$ cat config.mk
export PLATFORM = sky130hd
export DESIGN_NAME = wb_regfile
export DESIGN_NICKNAME = d
export VERILOG_FILES = /design/src/rtl/wb_regfile.sv
export SDC_FILE = /design/constraint.sdc
export NUM_CORES = 1
export LEC_CHECK = 0
export CAP_MARGIN = 20
export CELL_PAD_IN_SITES_DETAIL_PLACEMENT = 1
export CELL_PAD_IN_SITES_GLOBAL_PLACEMENT = 2
export CORE_MARGIN = 8
export CORE_UTILIZATION = 37
export DETAILED_ROUTE_END_ITERATION = 8
export GPL_TIMING_DRIVEN = 1
export PLACE_DENSITY = 0.95
export SLEW_MARGIN = 20
export SYNTH_ARGS = -nofsm -noshare
export SYNTH_HDL_FRONTEND = slang
export SYNTH_SLANG_ARGS = --single-unit
$ cat constraint.sdc
create_clock -name clk1 -period 4.68 [get_ports clk1]
set_input_delay 0.936 -clock clk1 [delete_from_list [all_inputs] [get_ports clk1]]
set_output_delay 0.936 -clock clk1 [all_outputs]
set_load 0.01 [all_outputs]
$ cat src/rtl/wb_regfile.sv
// Writeback mux, 8-entry register file (R0 hardwired to zero), saturating retire counter and registered status.
// Reads are combinational, writes land on the clock edge. Define WB_BYPASS_EN to forward the same-cycle write to the read ports.
module wb_regfile #(
    parameter int DATA_W = 8,
    parameter int NREGS  = 8,
    parameter int CNT_W  = 16,
    parameter int AW     = $clog2(NREGS)
) (
    input  logic              clk1,
    input  logic              rst,
    input  logic [DATA_W-1:0] alu_in,
    input  logic [DATA_W-1:0] mem_in,
    input  logic              MemToRegmux,
    input  logic              RegWrite,
    input  logic [AW-1:0]     wr_addr,
    input  logic [AW-1:0]     rd_addr_a,
    input  logic [AW-1:0]     rd_addr_b,
    output logic [DATA_W-1:0] rd_data_a,
    output logic [DATA_W-1:0] rd_data_b,
    output logic [DATA_W-1:0] wb_data,
    output logic              wb_valid,
    output logic [AW-1:0]     wb_last_addr,
    output logic [CNT_W-1:0]  retire_count
);

    logic [DATA_W-1:0] r_regs [NREGS];
    logic              r_wb_valid;
    logic [AW-1:0]     r_last_addr;
    logic [CNT_W-1:0]  r_retire_cnt;

    logic              w_wr_en;
    logic [DATA_W-1:0] w_stored_a;
    logic [DATA_W-1:0] w_stored_b;

    assign wb_data = MemToRegmux ? mem_in : alu_in;

    // Address-0 writes still retire (counted) but never touch the bank or the status.
    assign w_wr_en = RegWrite && (wr_addr != '0);

    assign w_stored_a = (rd_addr_a == '0) ? '0 : r_regs[rd_addr_a];
    assign w_stored_b = (rd_addr_b == '0) ? '0 : r_regs[rd_addr_b];

`ifdef WB_BYPASS_EN
    assign rd_data_a = (w_wr_en && (rd_addr_a == wr_addr)) ? wb_data : w_stored_a;
    assign rd_data_b = (w_wr_en && (rd_addr_b == wr_addr)) ? wb_data : w_stored_b;
`else
    assign rd_data_a = w_stored_a;
    assign rd_data_b = w_stored_b;
`endif

    always_ff @(posedge clk1) begin
        if (rst) begin
            for (int i = 0; i < NREGS; i++) begin
                r_regs[i] <= '0;
            end
            r_wb_valid   <= 1'b0;
            r_last_addr  <= '0;
            r_retire_cnt <= '0;
        end else begin
            r_wb_valid <= w_wr_en;
            if (w_wr_en) begin
                r_regs[wr_addr] <= wb_data;
                r_last_addr     <= wr_addr;
            end
            if (RegWrite && (r_retire_cnt != '1)) begin
                r_retire_cnt <= r_retire_cnt + CNT_W'(1);
            end
        end
    end

    assign wb_valid     = r_wb_valid;
    assign wb_last_addr = r_last_addr;
    assign retire_count = r_retire_cnt;

endmodule
==> metrics.txt <==
cell count after synthesis 421; leakage 2.11 nW; routed len/inst 21.9 um; DR iter-0 viols 320; die span in y 126 um; # diodes 0; CTS root buf clkbuf_16; actual slew at the worst max-slew pin 0.692 ns; top cell type's share of synthesized area 42.6%; drt pass-1 iters 4; TritonCTS clock tree built; Final Setup Violations 0; register area 0.00232 sq mm; CP bufs+invs 3; Setup Crit Path Kind in2out; Synth area leaders edfxtp_1, dfxtp_1, mux4_2; Tmin final 4.25 ns; fillers 1310; global-route wire length before repair 22900 um; FF+latch count, synth 84; Post-synth EDFFs 64; multi-input combinational cell area 0.00206 sq mm; port bufs 72; Power, Total 1.85 mW; Via density 5.75; PD cells 322 mW/mm^2; Num CTS Buffers 9; Post-Route Setup TNS 0 ns; area of placed instances 0.00547 sq mm; Top Metal Used met4; crit share post-route 90.9%; Post-Place Cells 640; Setup Buffers After CTS 0; GRT Resource Usage Total 18.2%; RSZ-0062 raised after global routing no; dpl ws 0.435 ns; Yosys cell types 44; final worst setup slack 0.427 ns; worst-skew pair later-pin latency 0.33 ns; Worst IR Drop VDD 0.212 mV; RePlAce Congestion 0.911; initial core utilization 37.8%; Core ar. 0.0120 sq mm; met2 WL 7240 um; max-slew violation count 0; Yosys warnings 0; antenna-violating nets left 0; Critical Path, Cell by Cell clkdlybuf4s50_1, buf_4, mux4_2, nor2_1, a221oi_1, clkdlybuf4s50_1; relative slew slack 53.5%; gr ovfl total 0; M1 WL 6020 um; final hold vios 0; Yosys top cell by area edfxtp_1; final instance area 0.00574 sq mm; placement row count 40; Hold Slack 0.510 ns; worst hold path type reg2reg; DR vias 3758; slowest CP cell clkdlybuf4s50_1; ys async rst share 0%; met3 wire len 839 um; largest net degree at the start of global routing 38; Top Ports 73; Max stage delay on crit path 0.90 ns; clk buf depth 2; cell area after synthesis 0.00452 sq mm; Arr. time, crit path 3.32 ns; area grow syn2layout 27.2%; layout cells sized above 1 11.6%; post-cts gate resize count 0; vias in the first global route 4053; max-cap violation count 0; register area share after synthesis 51.4%; DRC Markers 0; status complete, no violations; Top cell by count, worst path clkdlybuf4s50_1; Worst-path clk slew 0.05 ns; Achievable Freq 235 MHz; post-route insts no fill 654; Post-Route WL 14300 um; Worst setup SP type input port; Critical Path RT 3.74 ns; fin util 48.0%; ys flop type edfxtp_1; antenna violations before repair 0; critical path's top delay family buffers and inverters; clock skew 0.00407 ns; worst-path maximum fanout 14; crit path capture type output pin; Die W 126 um; # nets final 534; Avg Inst Size Synth 10.7 sq um; H-tree depth 3; clk sinks 84; detailed placement HPWL 10800 um; DIE AREA 0.0160 sq mm; Post-CTS Hold Fix Bufs 0
[routing by layer]
metal	GRT usage [%]	vias to the layer above
met5	0	-
met4	5.87	0
met3	3.94	13
met2	30.9	127
met1	22.4	1904
li1	-	1714
[cells by family (layout without fill, tap and decap cells)]
logic type	after synthesis	after routing	synth area share, %
xor gates and xnor gates	1	1	0.194
DFF	84	84	51.4
other	1	8	0.0830
muxes	43	43	14.0
AOI/OAI and AO/OA	81	81	11.5
buffers and inverters	37	116	3.57
and+or+nand+nor	173	173	18.9
adders and majority gates	1	1	0.277
[cells in the mapped netlist, types with 6 or more instances]
library cell	count
nand4_1	7
nand2b_1	7
edfxtp_1	64
clkbuf_1	17
mux4_2	16
a221oi_1	16
nand2_1	24
nand3_1	6
inv_1	11
dfxtp_1	20
nor2b_1	19
o21ai_0	37
mux2i_1	26
a21oi_1	11
nor2_1	84
buf_2	6
[registers in the layout, indices dropped and copies added (netlist names)]
| signal | count |
|---|---|
| r_regs | 64 |
| wb_valid | 1 |
| wb_last_addr | 3 |
| retire_count | 16 |
[path summary, 6_finish.rpt]
check	start	to	slack [ns]	cells after the start
worst min-delay path	wb_last_addr[2]	wb_last_addr[2]	0.51	2
worst min register to register	wb_last_addr[2]	wb_last_addr[2]	0.51	2
worst max-delay path	rd_addr_a[0]	rd_data_a[0]	0.43	6
worst max register to register	retire_count[0]	retire_count[8]	2.56	5
[final cells by class]
| class | instances | area share [%] |
|---|---|---|
| Clock buffer | 11 | 4.05 |
| Timing Repair Buffer | 91 | 15.0 |
| Multi-Input combinational cell | 307 | 35.8 |
| Inverter | 11 | 0.719 |
| Tap cell | 147 | 3.20 |
| Clock inverter | 3 | 0.697 |
| Sequential cell | 84 | 40.4 |
[cell usage in the layout, fill, tap and decap left out, types with 5 or more instances in the layout]
cell type and n:
nand2b_1 7, nand3_1 6, clkdlybuf4s50_1 72, nor2_1 84, a21oi_1 11, nand2_1 24, conb_1 8, inv_1 11
mux4_2 16, edfxtp_1 64, nand4_1 7, a221oi_1 16, o21ai_0 37, or3_1 5, nor2b_1 19, clkbuf_16 9
buf_4 19, dfxtp_1 20, mux2i_1 26, o21ai_1 5
[worst min-delay path: stages, from the launching register on]
cell and delay [ns]:
dfxtp_1 0.33, a22oi_1 0.07, nor2_1 0.07
[where the power goes]
group	internal, mW	switching [mW]
Combinational	0.145	0.148
Clock	0.406	0.269
Sequential	0.845	0.0336
Total	1.40	0.450
No activity file was read; power rests on OpenSTA's default activity.
==> patch 1, RTL diff (same settings) <==
Build with the macro `WB_BYPASS_EN` defined.
--- a/src/rtl/wb_regfile.sv
+++ b/src/rtl/wb_regfile.sv
@@ -2,2 +2,4 @@
 // Reads are combinational, writes land on the clock edge. Define WB_BYPASS_EN to forward the same-cycle write to the read ports.
+`define WB_BYPASS_EN
+
 module wb_regfile #(
Function: changed (Yosys sat finds a counterexample within 4 cycles, from zero or initial values and one cycle with rst high).
==> patch 1 against the original RTL <==
- critical path depth stayed put
- largest cell class unchanged
- non-clock buffer count is 1 higher
- total power is 4.3% higher
- sequential cell count stayed put
- utilization is 0.35 points higher
- sequential share of layout area is 0.12 points lower
- wire length is 2.7% higher
- clock power is 7.1% higher
- final area is 0.30% higher
- setup slack worse by 210 ps
- synthesized area is 0.80% lower
- count of clock-buffer cells in the layout is 2 lower
- sequential power is 1% lower
==> patch 1: results (changes against the original RTL) <==
Power and ir drop
The reported sequential group power was 0.870 mW (was 0.879 mW). The total power density per cell area was 334 nW/um^2 (was 322 nW/um^2). The clock distribution power was 0.723 mW (was 0.675 mW). The highest ir drop seen on vdd came to 189 uV (was 212 uV).

Logic synthesis
The arithmetic-cell share of the synthesized area counting full adders, half adders and majority gates is 0.279% (was 0.277%). The mux cell area share after synthesis is 22.2% (was 14.0%). The share of synthesized area occupied by flip-flops and latches came to 51.8% (was 51.4%). Synth area leaders: sky130_fd_sc_hd__edfxtp_1 (43%), sky130_fd_sc_hd__mux4_2 (16%), sky130_fd_sc_hd__dfxtp_1 (8.9%) (was sky130_fd_sc_hd__edfxtp_1 (43%), sky130_fd_sc_hd__dfxtp_1 (8.9%), sky130_fd_sc_hd__mux4_2 (8.0%)). Ranking of synthesized cells by instance count: sky130_fd_sc_hd__nor2_1 (66), sky130_fd_sc_hd__edfxtp_1 (64), sky130_fd_sc_hd__mux4_2 (32), sky130_fd_sc_hd__mux2i_1 (25), sky130_fd_sc_hd__nand2_1 (21) (was sky130_fd_sc_hd__nor2_1 (84), sky130_fd_sc_hd__edfxtp_1 (64), sky130_fd_sc_hd__o21ai_0 (37), sky130_fd_sc_hd__mux2i_1 (26), sky130_fd_sc_hd__nand2_1 (24)).

Finish
The proportion of cell area spent on the clock network is 5.21% (was 4.75%). The fraction of area in multi-input gates is 35.4% (was 35.8%). The number of nets at the end of the flow came to 477 (was 534). The fraction of standard cell area that is sequential is 40.3% (was 40.4%). The count of multi-input gates is 249 (was 307). The final-layout non-clock buffer area share is 15.1% (was 15.0%). The final standard cell count with taps included and fillers excluded came to 599 (was 654).

The layout filler cell count is 1245 (was 1310). The fraction of layout cells with a size suffix above 1 was 17.0% (was 11.6%).

STA
The worst setup skew after layout is 4.31 ps (was 4.07 ps). The post-route worst hold slack came to 492 ps (was 510 ps). The normalized max-slew margin is 54.2% (was 53.5%).

Worst hold path
The startpoint of the lowest-slack hold path is wb_last_addr[0] (was wb_last_addr[2]). The hold path endpoint is wb_last_addr[0] (was wb_last_addr[2]).

Run status
Outcome: finished clean (unchanged).

Placed design
The final weighted congestion of routability-driven global placement is 0.864 (was 0.911).

Route
The violation count after the first detailed-routing iteration is 212 (was 320). The met1 routed wirelength after detailed routing is 5.79 mm (was 6.02 mm).

Worst setup path
The timing startpoint of the critical path was wr_addr[2] (was rd_addr_a[0]). The maximum fanout along the worst path is 9 (was 14). The arrival time of the worst setup path is 3530 ps (was 3320 ps). The endpoint of the most critical setup path is rd_data_a[2] (was rd_data_a[0]).

Global route
The met3 global-route usage is 5.11% (was 3.94%). The met2 layer usage reported by global route is 32.8% (was 30.9%).

Die
The placeable core area is 11900 um^2 (was 12000 um^2).
[patch 1: cell types whose count changed after synthesis, moves of 4 or more]
cell	before	now
sky130_fd_sc_hd__nor2b_1	19	5
sky130_fd_sc_hd__xor2_1	1	6
sky130_fd_sc_hd__nor2_1	84	66
sky130_fd_sc_hd__o21ai_0	37	6
sky130_fd_sc_hd__o21ai_1	5	0
sky130_fd_sc_hd__buf_2	6	12
sky130_fd_sc_hd__mux4_2	16	32
sky130_fd_sc_hd__a31oi_1	0	4
sky130_fd_sc_hd__nor4_1	1	5
sky130_fd_sc_hd__a221oi_1	16	0
sky130_fd_sc_hd__o22ai_1	0	16
sky130_fd_sc_hd__clkbuf_1	17	8
sky130_fd_sc_hd__nand2b_1	7	0
[patch 1: tightest hold or removal path: stages, from the launching register on]
cell	delay (ps)
sky130_fd_sc_hd__dfxtp_1	330
sky130_fd_sc_hd__nand2_1	60
sky130_fd_sc_hd__a21oi_1	50
==> patch 2, RTL diff (config.mk and constraints unchanged) <==
Made on the original files. Make the reset (`rst`) asynchronous in one clocked block.
--- a/src/rtl/wb_regfile.sv
+++ b/src/rtl/wb_regfile.sv
@@ -50,3 +50,3 @@
 
-    always_ff @(posedge clk1) begin
+    always_ff @(posedge clk1 or posedge rst) begin
         if (rst) begin
Function: differs if rst is asserted again (counterexample within 4 cycles, from zero or initial values and one cycle with rst high); with rst held inactive, the same outputs for 4 cycles.
==> patch 2 against the original RTL <==
- wire length decreased by 7.9%
- die area decreased by 1.5%
- final area decreased by 1.5%
- fmax decreased by 0.43%
- synthesized area decreased by 1.7%
- clock skew increased by 1.7 ps
- sequential share of layout area decreased by 3.3 points
- synthesized cell count increased by 8.1%
- sequential cell count unchanged
- setup slack got worse by 18 ps
- global-route usage decreased by 0.82 points
- critical endpoint is now rd_data_a[6]
- highest routed layer unchanged
Power is not compared: it rests on default switching activity, and its combinational part moved more than twofold at a synthesized area within 25%.
==> patch 2: results (changes against the original RTL) <==
Global route
The maximum number of pins on one net before global-route repair is 53 (was 38). The wire length of the first global-routing pass is 21.7 mm (was 22.9 mm). The number of global-route vias before repair is 4133 (was 4053). The overall routing resource usage is 17.3% (was 18.2%).

Placed design
The half-perimeter wire length after detailed placement was 9.85 mm (was 10.8 mm). The final weighted congestion of routability-driven global placement came to 0.849 (was 0.911). The number of buffers inserted by port buffering came to 72 (unchanged).

The total cell area at the placement stage is 5350 um^2 (was 5470 um^2).

Route
The total detailed-routing wirelength came to 13.2 mm (was 14.3 mm). The violation count after the first detailed-routing iteration is 207 (was 320). The number of detailed-route iterations in the first pass came to 4 (unchanged). The routed via count is 3702 (was 3758).

Worst setup path
The maximum fanout along the worst path is 11 (was 14). The arrival time of the worst setup path is 3340 ps (was 3320 ps). The delay of the slowest cell on the worst path is 850 ps (was 900 ps).

Logic synthesis
Ranking of synthesized cells by instance count: sky130_fd_sc_hd__dfrtp_1 (84), sky130_fd_sc_hd__o21ai_0 (64), sky130_fd_sc_hd__nand2_1 (57), sky130_fd_sc_hd__nor2_1 (43), sky130_fd_sc_hd__a21oi_1 (28) (was sky130_fd_sc_hd__nor2_1 (84), sky130_fd_sc_hd__edfxtp_1 (64), sky130_fd_sc_hd__o21ai_0 (37), sky130_fd_sc_hd__mux2i_1 (26), sky130_fd_sc_hd__nand2_1 (24)). The unique cell type count in the Yosys netlist came to 39 (was 44). The share of synthesized area occupied by flip-flops and latches is 47.4% (was 51.4%).

Synth area leaders: sky130_fd_sc_hd__dfrtp_1 (47%), sky130_fd_sc_hd__mux4_2 (8.1%), sky130_fd_sc_hd__o21ai_0 (7.2%) (was sky130_fd_sc_hd__edfxtp_1 (43%), sky130_fd_sc_hd__dfxtp_1 (8.9%), sky130_fd_sc_hd__mux4_2 (8.0%)). The largest area contributor in the synthesized netlist was sky130_fd_sc_hd__dfrtp_1 (was sky130_fd_sc_hd__edfxtp_1). The fraction of registers with async set/reset is 100% (was 0%). The number of synthesized flops with an enable pin is 0 (was 64).

Finish
The flip-flop count of the largest register after layout came to 64 (unchanged). The number of nets at the end of the flow was 550 (was 534). The number of antenna repair diodes came to 0 (unchanged). The fraction of layout cells with a size suffix above 1 is 12.4% (was 11.6%).

STA
The worst setup skew after layout was 5.76 ps (was 4.07 ps). The normalized max-slew margin is 32.4% (was 53.5%).

Clocking
For the worst-skew pair, the clock arrives at the later sink with an insertion delay of 340 ps. The count of cells resized by post-cts repair came to 0 (unchanged). The maximum level of the CTS H-tree is 3 (unchanged).

Power and ir drop
The leakage power figure is 2.44 nW.

Run status
Outcome: finished clean (unchanged).
patch 2: cell count changes in the layout (fill, tap and decap cells not counted), moves of 4 or more:
| cell | delta |
|---|---|
| sky130_fd_sc_hd__a21oi_1 | +17 |
| sky130_fd_sc_hd__conb_1 | -8 |
| sky130_fd_sc_hd__dfrtp_1 | +84 |
| sky130_fd_sc_hd__edfxtp_1 | -64 |
| sky130_fd_sc_hd__clkinvlp_4 | +4 |
| sky130_fd_sc_hd__or3_1 | -5 |
| sky130_fd_sc_hd__nand2b_1 | -7 |
| sky130_fd_sc_hd__nand2_1 | +33 |
| sky130_fd_sc_hd__nor2_1 | -41 |
| sky130_fd_sc_hd__xnor2_1 | +5 |
| sky130_fd_sc_hd__o21ai_1 | -5 |
| sky130_fd_sc_hd__xor2_1 | +5 |
| sky130_fd_sc_hd__dfxtp_1 | -20 |
| sky130_fd_sc_hd__o21ai_0 | +27 |
patch 2: cell type report:
cell class | count | area (um^2)
repair buffers | 92 | 871
flip-flops and latches | 84 | 2100
multi-input cells | 320 | 2140
clock inverters | 7 | 77.6
clock buffers | 9 | 225
inverters | 13 | 50.0
fillers | 1348 | 6210
well taps | 147 | 184
patch 2: path summary, 6_finish.rpt:
| check | to | cells after the start | from | slack (ps) |
|---|---|---|---|---|
| worst max register to register | retire_count[1] | 5 | retire_count[0] | 2730 |
| worst max-delay path | rd_data_a[6] | 6 | rd_addr_a[0] | 410 |
| worst min-delay path | r_regs[56] | 0 | r_regs[56] | 400 |
| worst min register to register | r_regs[56] | 0 | r_regs[56] | 400 |
| max in group asynchronous | r_regs[57] | 3 | rst | 2640 |
| min in group asynchronous | wb_last_addr[2] | 2 | rst | 1100 |
patch 2: per-stage QoR:
stage	utilization, %	instances	setup slack (ps)	power (mW)
finish	47.7	672	409	2.30
global placement	45.1	656	437	1.56
global route	47.7	672	284	2.44
floorplan	-	455	1580	1.31
CTS	47.7	672	413	2.34
detailed placement	45.1	656	414	1.60
patch 2: cells by family after synthesis:
logic type | Yosys count | share of synthesized area, %
AOI/OAI and AO/OA | 114 | 14.6
DFF | 84 | 47.4
muxes | 43 | 14.3
xor gates and xnor gates | 11 | 2.17
and+or+nand+nor | 151 | 16.7
buffers and inverters | 51 | 4.62
adders and majority gates | 1 | 0.282
patch 2: power breakdown:
part,switching [mW],total [mW],internal [mW]
clock,0.303,0.718,0.415
sequential,0.142,1.00,0.858
combinational,0.274,0.585,0.311
patch 2: per-layer routing:
metal	global-route usage, %	vias to the layer above	part of all wire [%]
met3	5.27	16	4.3
met4	6.30	0	2.2
met1	18.4	1868	40
li1	-	1739	-
met2	31.7	79	54
met5	0	-	0
